$ cat src/rtl/dsa_modreduce_pkg.sv
// Shared definitions for the DSA mod-q datapath: default width, counter width
// and FSM state encoding.
package dsa_modreduce_pkg;

  localparam int unsigned KEYSIZE_DEF = 32;
  localparam int unsigned CNTW        = $clog2(KEYSIZE_DEF + 1);

  localparam logic [0:0] IDLE = 1'b0;
  localparam logic [0:0] RUN  = 1'b1;

endpackage

$ cat src/rtl/dsa_modreduce_condsub.sv
// One restoring-remainder step: subtract q from t when t >= q, else pass t.
// Compare and subtract are both W+1 bits wide.
module dsa_condsub
  import dsa_modreduce_pkg::*;
#(
  parameter int unsigned W = KEYSIZE_DEF
) (
  input  logic [W:0]   t,
  input  logic [W-1:0] q,
  output logic [W:0]   r
);

  // Conditional subtract of the zero-extended modulus
  always_comb begin
    r = t;
    if (t >= {1'b0, q}) begin
      r = t - {1'b0, q};
    end
  end

endmodule

$ cat src/rtl/dsa_modreduce.sv
// Bit-serial modular reduction r = y mod q, with a ds/ready handshake that
// matches the modular exponentiator. Takes KEYSIZE clocks per operation;
// q == 0 completes on the accepting edge with divzero set.
module dsa_modreduce
  import dsa_modreduce_pkg::*;
#(
  parameter int unsigned KEYSIZE = KEYSIZE_DEF
) (
  input  logic               clk,
  input  logic               reset,
  input  logic [KEYSIZE-1:0] indata,
  input  logic [KEYSIZE-1:0] inMod,
  input  logic               ds,
  output logic [KEYSIZE-1:0] result,
  output logic               rzero,
  output logic               divzero,
  output logic               ready
);

  localparam int unsigned CW = $clog2(KEYSIZE + 1);

  logic [0:0]         state_q,   state_d;
  logic [KEYSIZE-1:0] rem_q,     rem_d;
  logic [KEYSIZE-1:0] shift_q,   shift_d;
  logic [KEYSIZE-1:0] qreg_q,    qreg_d;
  logic [CW-1:0]      cnt_q,     cnt_d;
  logic [KEYSIZE-1:0] result_q,  result_d;
  logic               rzero_q,   rzero_d;
  logic               divzero_q, divzero_d;
  logic               ready_q,   ready_d;

  logic [KEYSIZE:0]   step_t;
  logic [KEYSIZE:0]   step_r;

  assign step_t = {rem_q, shift_q[KEYSIZE-1]};

  dsa_condsub #(.W(KEYSIZE)) u_condsub (
    .t (step_t),
    .q (qreg_q),
    .r (step_r)
  );

  // Next-state logic: accept in IDLE, one remainder step per clock in RUN
  always_comb begin
    state_d   = state_q;
    rem_d     = rem_q;
    shift_d   = shift_q;
    qreg_d    = qreg_q;
    cnt_d     = cnt_q;
    result_d  = result_q;
    rzero_d   = rzero_q;
    divzero_d = divzero_q;
    ready_d   = ready_q;
    case (state_q)
      IDLE: begin
        if (ds && ready_q) begin
          shift_d = indata;
          qreg_d  = inMod;
          rem_d   = '0;
          cnt_d   = CW'(KEYSIZE);
          if (inMod == '0) begin
            result_d  = '0;
            rzero_d   = 1'b0;
            divzero_d = 1'b1;
          end else begin
            divzero_d = 1'b0;
            ready_d   = 1'b0;
            state_d   = RUN;
          end
        end
      end
      default: begin
        // rem < q holds after every step, so the top bit of step_r is zero
        rem_d   = step_r[KEYSIZE-1:0];
        shift_d = shift_q << 1;
        cnt_d   = cnt_q - CW'(1);
        if (cnt_q == CW'(1)) begin
          result_d = step_r[KEYSIZE-1:0];
          rzero_d  = (step_r == '0);
          ready_d  = 1'b1;
          state_d  = IDLE;
        end
      end
    endcase
  end

  // State registers with asynchronous active-low reset
  always_ff @(posedge clk or negedge reset) begin
    if (!reset) begin
      state_q   <= IDLE;
      rem_q     <= '0;
      shift_q   <= '0;
      qreg_q    <= '0;
      cnt_q     <= '0;
      result_q  <= '0;
      rzero_q   <= 1'b0;
      divzero_q <= 1'b0;
      ready_q   <= 1'b1;
    end else begin
      state_q   <= state_d;
      rem_q     <= rem_d;
      shift_q   <= shift_d;
      qreg_q    <= qreg_d;
      cnt_q     <= cnt_d;
      result_q  <= result_d;
      rzero_q   <= rzero_d;
      divzero_q <= divzero_d;
      ready_q   <= ready_d;
    end
  end

  assign result  = result_q;
  assign rzero   = rzero_q;
  assign divzero = divzero_q;
  assign ready   = ready_q;

endmodule

$ cat config.mk
export PLATFORM = sky130hd
export DESIGN_NAME = dsa_modreduce
export DESIGN_NICKNAME = d
export VERILOG_FILES = /design/src/rtl/dsa_modreduce_pkg.sv /design/src/rtl/dsa_modreduce_condsub.sv /design/src/rtl/dsa_modreduce.sv
export SDC_FILE = /design/constraint.sdc
export NUM_CORES = 1
export LEC_CHECK = 0
export BUFFER_PORTS_ARGS = -buffer_cell sky130_fd_sc_hd__buf_2
export CORE_UTILIZATION = 35
export CTS_BUF_LIST = sky130_fd_sc_hd__clkbuf_8 sky130_fd_sc_hd__clkbuf_16
export CTS_CLUSTER_DIAMETER = 200
export DETAILED_ROUTE_END_ITERATION = 16
export SLEW_MARGIN = 15
export SYNTH_ARGS = -nofsm -noshare
export SYNTH_HDL_FRONTEND = slang
export SYNTH_SLANG_ARGS = --single-unit
$ cat constraint.sdc
create_clock -name clk -period 4.6 [get_ports clk]
set_clock_uncertainty 0.15 [all_clocks]
set_input_delay 0 -clock clk [delete_from_list [all_inputs] [get_ports clk]]
set_output_delay 0 -clock clk [all_outputs]
set_load 0.01 [all_outputs]
# Word level (Yosys, flattened, before mapping)
# Index checks and enable logic that the tools add are counted.
# totals
input_bits,67
out_inout_bits,35
reg_bits,138
elab_cells,48
# op_classes
eq_ne,3
n_bitwise,1
order_cmp,1
addsub,2
muxes,24
reduce_logical,8
# op_table
operator,count
32-bit two-way mux,8
33-bit by 32-bit greater-or-equal comparator with 1-bit output,1
33-bit zero test,1
33-bit two-way mux,1
33-bit by 32-bit subtractor with 33-bit output,1
32-bit zero test,1
1-bit two-way mux,13
6-bit two-way mux,2
"6-bit by 1-bit == test with 1-bit output, second input constant",1
3-bit AND reduction,2
"6-bit by 1-bit subtractor with 6-bit output, second input constant",1
2-bit nonzero test,2
"2-bit by 1-bit != test with 1-bit output, second input constant",1
"2-bit != test, second input constant",1
2-bit AND reduction,1
1-bit logical AND,1
1-bit NOT,1

# Depth between registers and ports, before layout
# Gate-level depths: netlist of run 1.
# logic_depth
word_depth,5
depth_mapped,14

# Cells and area by module
# Synthesis of run 1 repeated with hierarchy kept, for this count alone.
# unflattened
cells_unflattened,849
area_unflattened_um2,8369.3
# modules_own_cells
module,cells_each,area_per_inst_um2,n_inst
dsa_modreduce,518,5848.1,1
dsa_condsub,331,2521.2,1

# Worst setup path before layout of run 1
# OpenSTA, ideal clock, no wires.
# synth_timing
kind,register -> register
from,reg rem_q[18]
to,reg rzero_q (netlist: rzero)
arrival_ns,3.084
period_less_slack_ns,3.326
setup_time_ns,0.092
required_time_ns,4.358
stages_incl_launch_ff,14
slack_ns,1.274
n_path_buf,2
cell_sequence,dfrtp_1 -> ha_1 -> buf_2 -> nand4_2 -> or4_4 -> a211o_1 -> o211ai_2 -> o211ai_2 -> and2_4 -> buf_6 -> nor4_4 -> o2111ai_1 -> a2111o_1 -> o31ai_2
# synth_via
elab_chain_cells,5
word_cells_on_any_way,6
cone_classes,add/sub: 1; order compare: 1; mux: 3; reduce/logical: 1
# synth_lines
item,line_no,text
"start, declared",dsa_modreduce.sv:23,"logic [KEYSIZE-1:0] rem_q, rem_d;"
"start signal, assigned",dsa_modreduce.sv:101,rem_q <= rem_d;
33-bit by 32-bit subtractor with 33-bit output or 33-bit by 32-bit greater-or-equal comparator with 1-bit output (tied branches),"dsa_modreduce_condsub.sv:17, dsa_modreduce_condsub.sv:16",
33-bit two-way mux *,dsa_modreduce_condsub.sv:16,"if (t >= {1'b0, q}) begin"
33-bit zero test *,dsa_modreduce.sv:79,rzero_d = (step_r == '0);
1-bit two-way mux *,dsa_modreduce.sv:77,if (cnt_q == CW'(1)) begin
1-bit two-way mux *,dsa_modreduce.sv:54,case (state_q)
"end signal, assigned",dsa_modreduce.sv:106,rzero_q <= rzero_d;
"end, declared",dsa_modreduce.sv:28,"logic rzero_q, rzero_d;"
# Mark *: on every way between the ends. The rest lies on a longest branch, timed or not. The select of a mux whose other input is x is not followed.
# A chain may end at the register's enable or synchronous reset.

# Worst setup path in the final report of run 1
# layout_timing
from,reg rem_q[21]
to,reg rzero_q (netlist: rzero)
# The elaborated chain is that of the path after synthesis.

==> results.sh, run 1 <==
export IMPL_track_usage=0.203
export IMPL_wl_per_cell_um=17.1
export IMPL_timing_rr_start="rem_q[21]"
export IMPL_critPathLaunchType="flip-flop"
export IMPL_multi_input_area_sq_um=4220
export IMPL_initial_core_util=0.356
export IMPL_finalCritPeriodShare=0.838
export IMPL_min_period_ps=3860
export IMPL_crit_fanout=11
export IMPL_cp_end_kind="flip-flop"
export IMPL_hold_viol_final=0
export IMPL_num_antenna_cells=0
export IMPL_cts_root_buf="clkbuf_16"
export IMPL_r2r_slack_ps=740
export IMPL_numCtsBuffers=17
export IMPL_synthesis_nets=1002
export IMPL_synth_warning_count=0
export IMPL_ant_nets=0
export IMPL_syn_area_per_cell_sq_um=8.92
export IMPL_antenna_found_initial=0
export IMPL_fp_dieH_um=153
export IMPL_tightest_slew_ps=1090
export IMPL_synth_seq_cells=138
export IMPL_yosysSeqAreaShare=0.430
export IMPL_cts_htree_levels=4
export IMPL_nets=1150
export IMPL_via_per_inst=5.20
export IMPL_setup_viol=0
export IMPL_r2r_end="rzero"
export IMPL_synthAdderAreaFrac=0.0555
export IMPL_path_clk_slew_ps=70
export IMPL_clock_latency_ps=440
export IMPL_hp_class="in -> async"
export IMPL_regArea_sq_um=3460
export IMPL_tritoncts="yes"
export IMPL_synth_simple_area_share=0.168
export IMPL_async_flop_share=1.00
export IMPL_synthXorXnorAreaFrac=0.0327
export IMPL_clockBufferDepth=2
export IMPL_die_x_um=153
export IMPL_rsz0062_at_grt="false"
export IMPL_grt_pass1_vias=6919
export IMPL_dp_hpwl_um=16200
export IMPL_r2r_cells=12
export IMPL_synth_flop_cell="dfrtp_1"
export IMPL_drt_iter0_markers=436
export IMPL_dieArea_sq_um=23600
export IMPL_wirelength_um=23100
export IMPL_worstPathRequired_ps=4790
export IMPL_cts_sinks=138
export IMPL_dr_pass1_iters=5
export IMPL_synth_top_family_by_area="simple AND/OR/NAND/NOR gates"
export IMPL_crit_type="reg -> reg"
export IMPL_arrival_ps=4050
export IMPL_io_pins=102
export IMPL_setup_tns_ps=0
export IMPL_io_buffers=101
export IMPL_fill_cells=2214
export IMPL_synth_edf_count=0
export IMPL_grt_remaining_overflow=0
export IMPL_crit_path_start="rem_q[21]"
export IMPL_post_route_drc_count=0
export IMPL_maxCapViolCount=0
export IMPL_rows=55
export IMPL_syn_to_final_growth_pct=24.9
export IMPL_synthCells=900
export IMPL_synth_distinct_cells=59
export IMPL_report_final_slew_viol_count=0
export IMPL_fmax_ghz=0.259
export IMPL_synth_area_sq_um=8030
export IMPL_grt_max_degree=99
export IMPL_drive_gt1_frac=0.155
export IMPL_design_core_area_sq_um=22600
export IMPL_cts_setup_buffers=0
export IMPL_relSlewSlack=0.272
export IMPL_synth_mux_area_frac=0.101
export IMPL_via_count=6997
export IMPL_status="finished clean"
export IMPL_gp_congestion=0.928
export IMPL_synth_compound_area_frac=0.166
export IMPL_grt_pass1_wl_um=37300
area by class of cell:
type,count,share of cell area
clock buffer,17,0.0424
sequential,138,0.345
timing repair buffer,178,0.125
clock inverter,15,0.0150
inverter,42,0.0157
tap,285,0.0356
multi-input combinational,671,0.421
worst max-delay path, stage by stage, from the launching register on:
cell and delay, ps:
dfrtp_1 420, ha_1 510, nand4_2 180, or4_4 520, a211o_1 250, o211ai_2 100, o211ai_2 130, nand2_1 180
buf_4 230, mux2_2 380, o21bai_1 180, a2111o_1 370, o31ai_2 180
state kept, by name, summed over array words and instances, names as in the netlist:
register,flops
qreg_q,32
state_q,1
divzero,1
cnt_q,6
result,32
ready,1
rem_q,32
rzero,1
shift_q,32
cell usage after synthesis (all sizes together), types with 2 or more instances:
cell type	count	area (sq um)
a2111oi	3	26.3
a211o	2	17.5
a21o	7	52.6
a21oi	47	235
a22o	4	35.0
a31o	2	17.5
a31oi	5	31.3
and3	2	12.5
and4	2	17.5
buf	18	98.8
clkbuf	31	118
dfrtp	137	3430
ha	34	425
inv	42	158
mux2	2	22.5
mux2i	79	791
nand2	183	687
nand2b	6	37.5
nand3	9	45.0
nand3b	2	15.0
nand4	11	81.3
nand4b	2	17.5
nor2	27	101
nor2b	3	18.8
nor3	14	70.1
nor3b	2	15.0
nor4	20	140
o2111ai	2	17.5
o211ai	6	55.1
o21a	8	60.1
o21ai	126	631
o21bai	6	45.0
o31ai	4	35.0
or2	2	12.5
or3	4	25.0
or4	4	33.8
xnor2	19	166
xor2	11	96.3
how the worst max path moves through the flow:
stage and endpoint:
2_1_floorplan rzero, 3_3_place_gp rzero, 3_5_place_dp rzero, 4_1_cts rzero, 5_1_grt rzero, 6_report rzero
placed cells by master, fill, tap and decap left out, types with 8 or more instances in the layout:
| cell | instances |
|---|---|
| xnor2_1 | 19 |
| nand3_1 | 9 |
| buf_2 | 100 |
| ha_1 | 34 |
| nand2_1 | 182 |
| inv_1 | 42 |
| o21a_1 | 8 |
| nand4_1 | 9 |
| clkbuf_16 | 17 |
| nor4_1 | 19 |
| dlygate4sd3_1 | 67 |
| a21oi_1 | 46 |
| buf_4 | 10 |
| dfrtp_1 | 136 |
| nor3_1 | 14 |
| nor2_1 | 26 |
| xor2_1 | 11 |
| mux2i_1 | 79 |
| o21ai_0 | 126 |
stage by stage:
stage / instances / hold WS (ps) / utilization / instance area (sq um) / setup slack [ps]
final: 1346 / 75.9 / 0.444 / 10000 / 744
after global routing: 1346 / 174 / 0.444 / 10000 / 603
after CTS: 1346 / 134 / 0.444 / 10000 / 771
after detailed placement: 1247 / 29.2 / 0.389 / 8780 / 803
after global placement: 1247 / 25.8 / 0.389 / 8780 / 872
after floorplan: 900 / -446 / - / 8030 / 1270
per-layer routing:
layer  wire length, um  GRT usage
met1             10800      0.269
met2             10900      0.334
met3              1080     0.0417
met4               316     0.0571
met5                 0          0
kinds of logic (layout without fill, tap and decap cells):
kind of cell,after synthesis,count (layout)
buf+inv,91,252
xor+xnor,30,30
fa+ha+maj,35,35
compound gates,230,230
simple gates,295,295
mux,81,81
flops,138,138
what timing repair did:
| action | in CTS | in global routing |
|---|---|---|
| resized for setup | 0 | 0 |
| hold buffers | 67 | 0 |
| hold endpoints to repair | 162 | 0 |
Power of run 1 is not shown: default switching activity piles up to over one toggle a cycle in this logic, so the estimate is an artifact.
==> run 2: changes to the inputs <==
--- a/config.mk
+++ b/config.mk
@@ -5,6 +5,7 @@
 export SDC_FILE = /design/constraint.sdc
 export NUM_CORES = 1
 export LEC_CHECK = 0
+export ABC_AREA = 1
 export BUFFER_PORTS_ARGS = -buffer_cell sky130_fd_sc_hd__buf_2
 export CORE_UTILIZATION = 35
 export CTS_BUF_LIST = sky130_fd_sc_hd__clkbuf_8 sky130_fd_sc_hd__clkbuf_16
==> constraint.sdc (replaced) <==
create_clock -name clk -period 3.85 [get_ports clk]
set_clock_uncertainty 0.15 [all_clocks]
set_input_delay 0 -clock clk [delete_from_list [all_inputs] [get_ports clk]]
set_output_delay 0 -clock clk [all_outputs]
set_load 0.01 [all_outputs]
==> run 2 against run 1 <==
  * Cell count is 31% higher
  * Die area is 7.4% higher
  * Worst setup slack worse by 21 ps
  * Synthesized cell count is 39% higher
  * Maximum frequency is 23% higher
  * Global-route usage is 2.0 points higher
  * Routed wire length is 18% higher
  * First-iteration DRC count is 19% higher
  * Final area is 9.6% higher
  * Worst hold slack worse by 7.1 ps
  * Non-clock buffer count is 21 higher
  * Utilization is 0.90 points higher
  * Critical endpoint unchanged
==> results.sh, run 2 <==
export IMPL_via_per_inst=4.85
export IMPL_slowest_stage="dfrtp_1"
export IMPL_tritoncts="yes"
export IMPL_arrival_ps=3340
export IMPL_cts_sinks=138
export IMPL_wirelength_um=27300
export IMPL_yosysSeqAreaShare=0.400
export IMPL_yosys_area_top_type="dfrtp_1"
export IMPL_synthCells=1250
export IMPL_synth_distinct_cells=43
export IMPL_io_buffers=101
export IMPL_hp_class="in -> async"
export IMPL_async_flop_share=1.00
export IMPL_busiest_layer="met2"
export IMPL_die_x_um=159
export IMPL_cts_root_buf="clkbuf_16"
export IMPL_fp_dieH_um=159
export IMPL_synthesis_nets=1352
export IMPL_cp_end_kind="flip-flop"
export IMPL_synth_area_sq_um=8630
export IMPL_maxCapViolCount=0
export IMPL_crit_fanout=44
export IMPL_crit_top_cell="nand2_1"
export IMPL_relSlewSlack=0.394
export IMPL_grt_use_met3=0.0469
export IMPL_rsz0062_at_grt="false"
export IMPL_status="finished clean"
export IMPL_grt_pass1_wl_um=44500
export IMPL_hold_viol_final=0
export IMPL_ant_nets=0
export IMPL_synth_top_area_share=0.397
export IMPL_tightest_slew_ps=909
export IMPL_track_usage=0.223
export IMPL_cts_resized=0
export IMPL_design_core_area_sq_um=24200
export IMPL_r2r_slack_ps=720
export IMPL_num_antenna_cells=0
export IMPL_final_cell_mix="nand2_1, inv_1, dfrtp_1"
export IMPL_antenna_found_initial=1
export IMPL_clock_latency_ps=430
export IMPL_setup_viol=0
export IMPL_yosys_top_cells_area="dfrtp_1, nand2_1, inv_1"
export IMPL_timing_rr_start="rem_q[18]"
export IMPL_ys_top_cells_by_count="nand2_1, inv_1, dfrtp_1"
export IMPL_nets=1533
export IMPL_synth_edf_count=0
export IMPL_gp_congestion=0.938
export IMPL_post_route_drc_count=0
export IMPL_numCtsBuffers=17
export IMPL_grt_util_met2=0.347
export IMPL_slowest_delay_ps=440
export IMPL_path_clk_slew_ps=60
export IMPL_met1_usage=0.311
export IMPL_synth_flop_cell="dfrtp_1"
export IMPL_final_common_cell="nand2_1"
export IMPL_grt_remaining_overflow=0
export IMPL_finalCritPeriodShare=0.812
export IMPL_dr_pass1_iters=7
export IMPL_setup_tns_ps=0
export IMPL_fmax_ghz=0.320
export IMPL_rows=57
export IMPL_syn_to_final_growth_pct=27.4
export IMPL_wl_per_cell_um=15.4
export IMPL_drive_gt1_frac=0.123
export IMPL_clockBufferDepth=2
export IMPL_dieArea_sq_um=25300
export IMPL_synth_seq_cells=138
export IMPL_grt_pass1_vias=8549
export IMPL_report_final_slew_viol_count=0
export IMPL_cts_htree_levels=4
export IMPL_syn_area_per_cell_sq_um=6.90
export IMPL_io_pins=102
export IMPL_critPathLaunchType="flip-flop"
export IMPL_via_count=8568
export IMPL_cts_setup_buffers=0
export IMPL_initial_core_util=0.356
export IMPL_crit_chain="ha_1 > nand2_1 > nor2_1 > nand2_1 > inv_1 > nand3_1 > nand2_2 > nor2_4 > nand2_8 > nand2_1 > o21ai_1 > nor2_1 > nand3_1 > nor2_1 > nand3_1 > nand2_1"
export IMPL_dpl_cell_count=1651
export IMPL_min_period_ps=3130
export IMPL_r2r_cells=16
export IMPL_r2r_end="rzero"
export IMPL_fin_cells=1768
export IMPL_dp_hpwl_um=20300
export IMPL_drt_iter0_markers=517
export IMPL_crit_type="reg -> reg"
export IMPL_synth_most_common_cell="nand2_1"
export IMPL_grt_max_degree=91
export IMPL_worstPathRequired_ps=4070
export IMPL_synth_warning_count=0
## run 2: changes by cell type after synthesis, sizes merged, moves of 11 or more
cell    previous run  this run
a21oi             47        22
mux2i             79         0
o211ai             6        17
o21ai            126       108
nor4              20         7
nor2              27        66
inv               42       189
nand2            183       482
nand3              9        88
xnor2             19         3
## run 2: per-stage QoR
stage / setup WS [ps] / utilization / cell area (sq um) / hold slack (ps)
final: 722 / 0.453 / 11000 / 68.8
after global routing: 518 / 0.453 / 11000 / 155
after CTS: 722 / 0.453 / 11000 / 108
after detailed placement: 752 / 0.391 / 9490 / -6.87
after global placement: 759 / 0.391 / 9490 / 3.96
after floorplan: 1470 / - / 8630 / -446
## run 2: timing repair
item / 4_1_cts / 5_1_grt
setup endpoints to repair: 0 / 0
hold endpoints to repair: 153 / 0
hold buffers: 85 / 0
## run 2: final cells by class
type | instances | area [sq um]
fill | 2559 | 13300
multi-input combinational | 886 | 4310
sequential | 138 | 3460
timing repair buffer | 199 | 1460
inverter | 189 | 709
clock buffer | 17 | 425
tap | 324 | 405
clock inverter | 15 | 223
## run 2: cells by family after synthesis
family | after synthesis | synth area share
buffers and inverters | 226 | 0.103
XOR/XNOR | 12 | 0.0122
AND/OR/NAND/NOR | 675 | 0.326
flip-flops | 138 | 0.400
AO/OA/AOI/OAI | 164 | 0.107
adder cells (fa/ha/maj) | 35 | 0.0516
## run 2: how the worst max path moves through the flow
stage / to / cells after the start / slack (ps) / startpoint
floorplan: rzero / 19 / 1470 / shift_q[31]
global placement: rzero / 16 / 760 / rem_q[21]
detailed placement: rzero / 16 / 750 / rem_q[19]
CTS: rzero / 16 / 720 / rem_q[19]
global route: rzero / 16 / 520 / rem_q[23]
finish: rzero / 16 / 720 / rem_q[18]
## run 2: routing by layer
metal  wire length, um  part of all wire
met2             12100              0.44
met4               567             0.021
met3              1600             0.059
met1             13000              0.48
met5                 0                 0
## run 2: worst max-delay path: cells and delay by family (launching register included)
| kind | cells | cell delay [ps] |
|---|---|---|
| flip-flops | 1 | 440 |
| AND/OR/NAND/NOR | 13 | 1880 |
| AO/OA/AOI/OAI | 1 | 100 |
| buffers and inverters | 1 | 70 |
| adder cells (fa/ha/maj) | 1 | 410 |
Power of run 2 is left out for the same reason.
==> run 3: changes to the inputs <==
==> constraint.sdc (replaced) <==
create_clock -name clk -period 2.5 [get_ports clk]
set_clock_uncertainty 0.15 [all_clocks]
set_input_delay 0 -clock clk [delete_from_list [all_inputs] [get_ports clk]]
set_output_delay 0 -clock clk [all_outputs]
set_load 0.01 [all_outputs]
==> run 3 against run 2 <==
  * The flow now finishes with violations (negative setup slack)
  * Largest cell class unchanged
  * Cell count is 11% higher
  * Die area did not move
  * Clock-buffer cell count unchanged
==> results.sh, run 3 (same netlist as run 2, synthesis figures left out) <==
export IMPL_setup_tns_ps=-565
export IMPL_drive_gt1_frac=0.373
export IMPL_status="complete, but fails checks"
export IMPL_antenna_found_initial=0
export IMPL_cts_htree_levels=4
export IMPL_final_common_cell="nand2_1"
export IMPL_rsz0062_at_grt="true"
export IMPL_violations="negative setup slack"
export IMPL_min_period_ps=2710
export IMPL_r2r_cells=19
export IMPL_hold_viol_final=0
export IMPL_wl_per_cell_um=15.6
export IMPL_initial_core_util=0.356
export IMPL_regArea_sq_um=3470
export IMPL_cp_end_kind="flip-flop"
export IMPL_cts_root_buf="clkbuf_16"
export IMPL_preCtsSetupSlack_ps=-333
export IMPL_met1_usage=0.324
export IMPL_via_count=9493
export IMPL_fmax_ghz=0.369
export IMPL_fin_cells=1970
export IMPL_num_antenna_cells=0
export IMPL_crit_type="reg -> reg"
export IMPL_slowest_delay_ps=410
export IMPL_arrival_ps=2920
export IMPL_crit_fanout=8
export IMPL_maxCapViolCount=0
export IMPL_timing_rr_start="rem_q[5]"
export IMPL_post_route_drc_count=0
export IMPL_clock_latency_ps=430
export IMPL_via_per_inst=4.82
export IMPL_syn_to_final_growth_pct=59.2
export IMPL_grt_remaining_overflow=0
export IMPL_r2r_end="rzero"
export IMPL_drt_iter0_markers=538
export IMPL_relSlewSlack=0.542
export IMPL_report_final_slew_viol_count=0
export IMPL_io_buffers=101
export IMPL_r2r_slack_ps=-210
export IMPL_grt_use_met3=0.0412
export IMPL_dr_pass1_iters=6
export IMPL_grt_pass1_vias=9497
export IMPL_path_clk_slew_ps=60
export IMPL_gp_congestion=0.925
export IMPL_ant_nets=0
export IMPL_wirelength_um=30700
export IMPL_numCtsBuffers=17
export IMPL_slowest_stage="dfrtp_1"
export IMPL_dieArea_sq_um=25300
export IMPL_setup_viol=12
export IMPL_multi_input_area_sq_um=5440
export IMPL_critPathLaunchType="flip-flop"
export IMPL_worstPathRequired_ps=2720
export IMPL_dp_hpwl_um=21500
export IMPL_tritoncts="yes"
export IMPL_crit_chain="ha_4 > buf_6 > nand2_4 > nor2_4 > nand2_2 > nor2_1 > nand3_1 > nand2_2 > nor2_4 > buf_12 > nand2_8 > clkbuf_16 > nand2_2 > nand2_1 > and2_4 > nand3_2 > nor2_4 > nand3_2 > nand2_1"
export IMPL_cts_sinks=138
export IMPL_fill_cells=2192
export IMPL_dpl_cell_count=1846
export IMPL_fp_dieH_um=159
export IMPL_hp_class="in -> async"
export IMPL_grt_max_degree=66
export IMPL_track_usage=0.239
export IMPL_rows=57
export IMPL_io_pins=102
export IMPL_grt_util_met2=0.379
export IMPL_busiest_layer="met2"
export IMPL_worst_slack_ps=-207
export IMPL_die_x_um=159
export IMPL_finalCritPeriodShare=1.08
export IMPL_clockBufferDepth=2
export IMPL_design_core_area_sq_um=24200
export IMPL_final_cell_mix="nand2_1, buf_4, inv_1"
export IMPL_nets=1735
export IMPL_tightest_slew_ps=686
export IMPL_grt_pass1_wl_um=47900
==> run 3: how the worst max path moves through the flow <==
stage | startpoint | to | slack (ps) | depth (start not counted)
after detailed placement | rem_q[25] | rzero | -330 | 17
after floorplan | shift_q[31] | rzero | 120 | 19
after CTS | rem_q[4] | rzero | -110 | 18
final | rem_q[5] | rzero | -210 | 19
after global placement | rem_q[21] | rzero | -310 | 18
after global routing | rem_q[12] | rzero | -390 | 19
==> run 3: area by class of cell <==
cell class | count | area share
clock buffer | 17 | 0.0310
clock inverter | 15 | 0.00929
inverter | 189 | 0.0520
multi-input combinational | 887 | 0.396
sequential | 138 | 0.252
tap | 324 | 0.0295
timing repair buffer | 400 | 0.230
==> run 3: metrics by stage <==
stage          utilization  hold slack (ps)  instance area, sq um
2_1_floorplan            -             -446                  8630
3_3_place_gp         0.455            -96.5                 11000
3_5_place_dp         0.455            -98.6                 11000
4_1_cts              0.530             29.8                 12800
5_1_grt              0.566             59.5                 13700
6_report             0.566            0.385                 13700
==> run 3: worst max-delay path: cells and delay by family, from the launching register on <==
family	cells	cell delay (ps)
flops	1	410
fa+ha+maj	1	300
simple gates	15	1380
buf+inv	3	390
==> run 3: per-layer routing <==
metal  share of wire  vias up
li1                -     4715
met2            0.46      259
met5               0        -
met1            0.45     4472
met4           0.028        0
met3           0.060       47
==> run 3: what timing repair did <==
action	CTS	global route
gates resized for setup	92	229
hold buffers	73	0
buffers inserted	4	14
pin swaps	29	80
endpoints found under the hold margin	165	0
endpoints found under the setup margin	57	65
cloned	1	4
Power of run 3 is left out for the same reason.
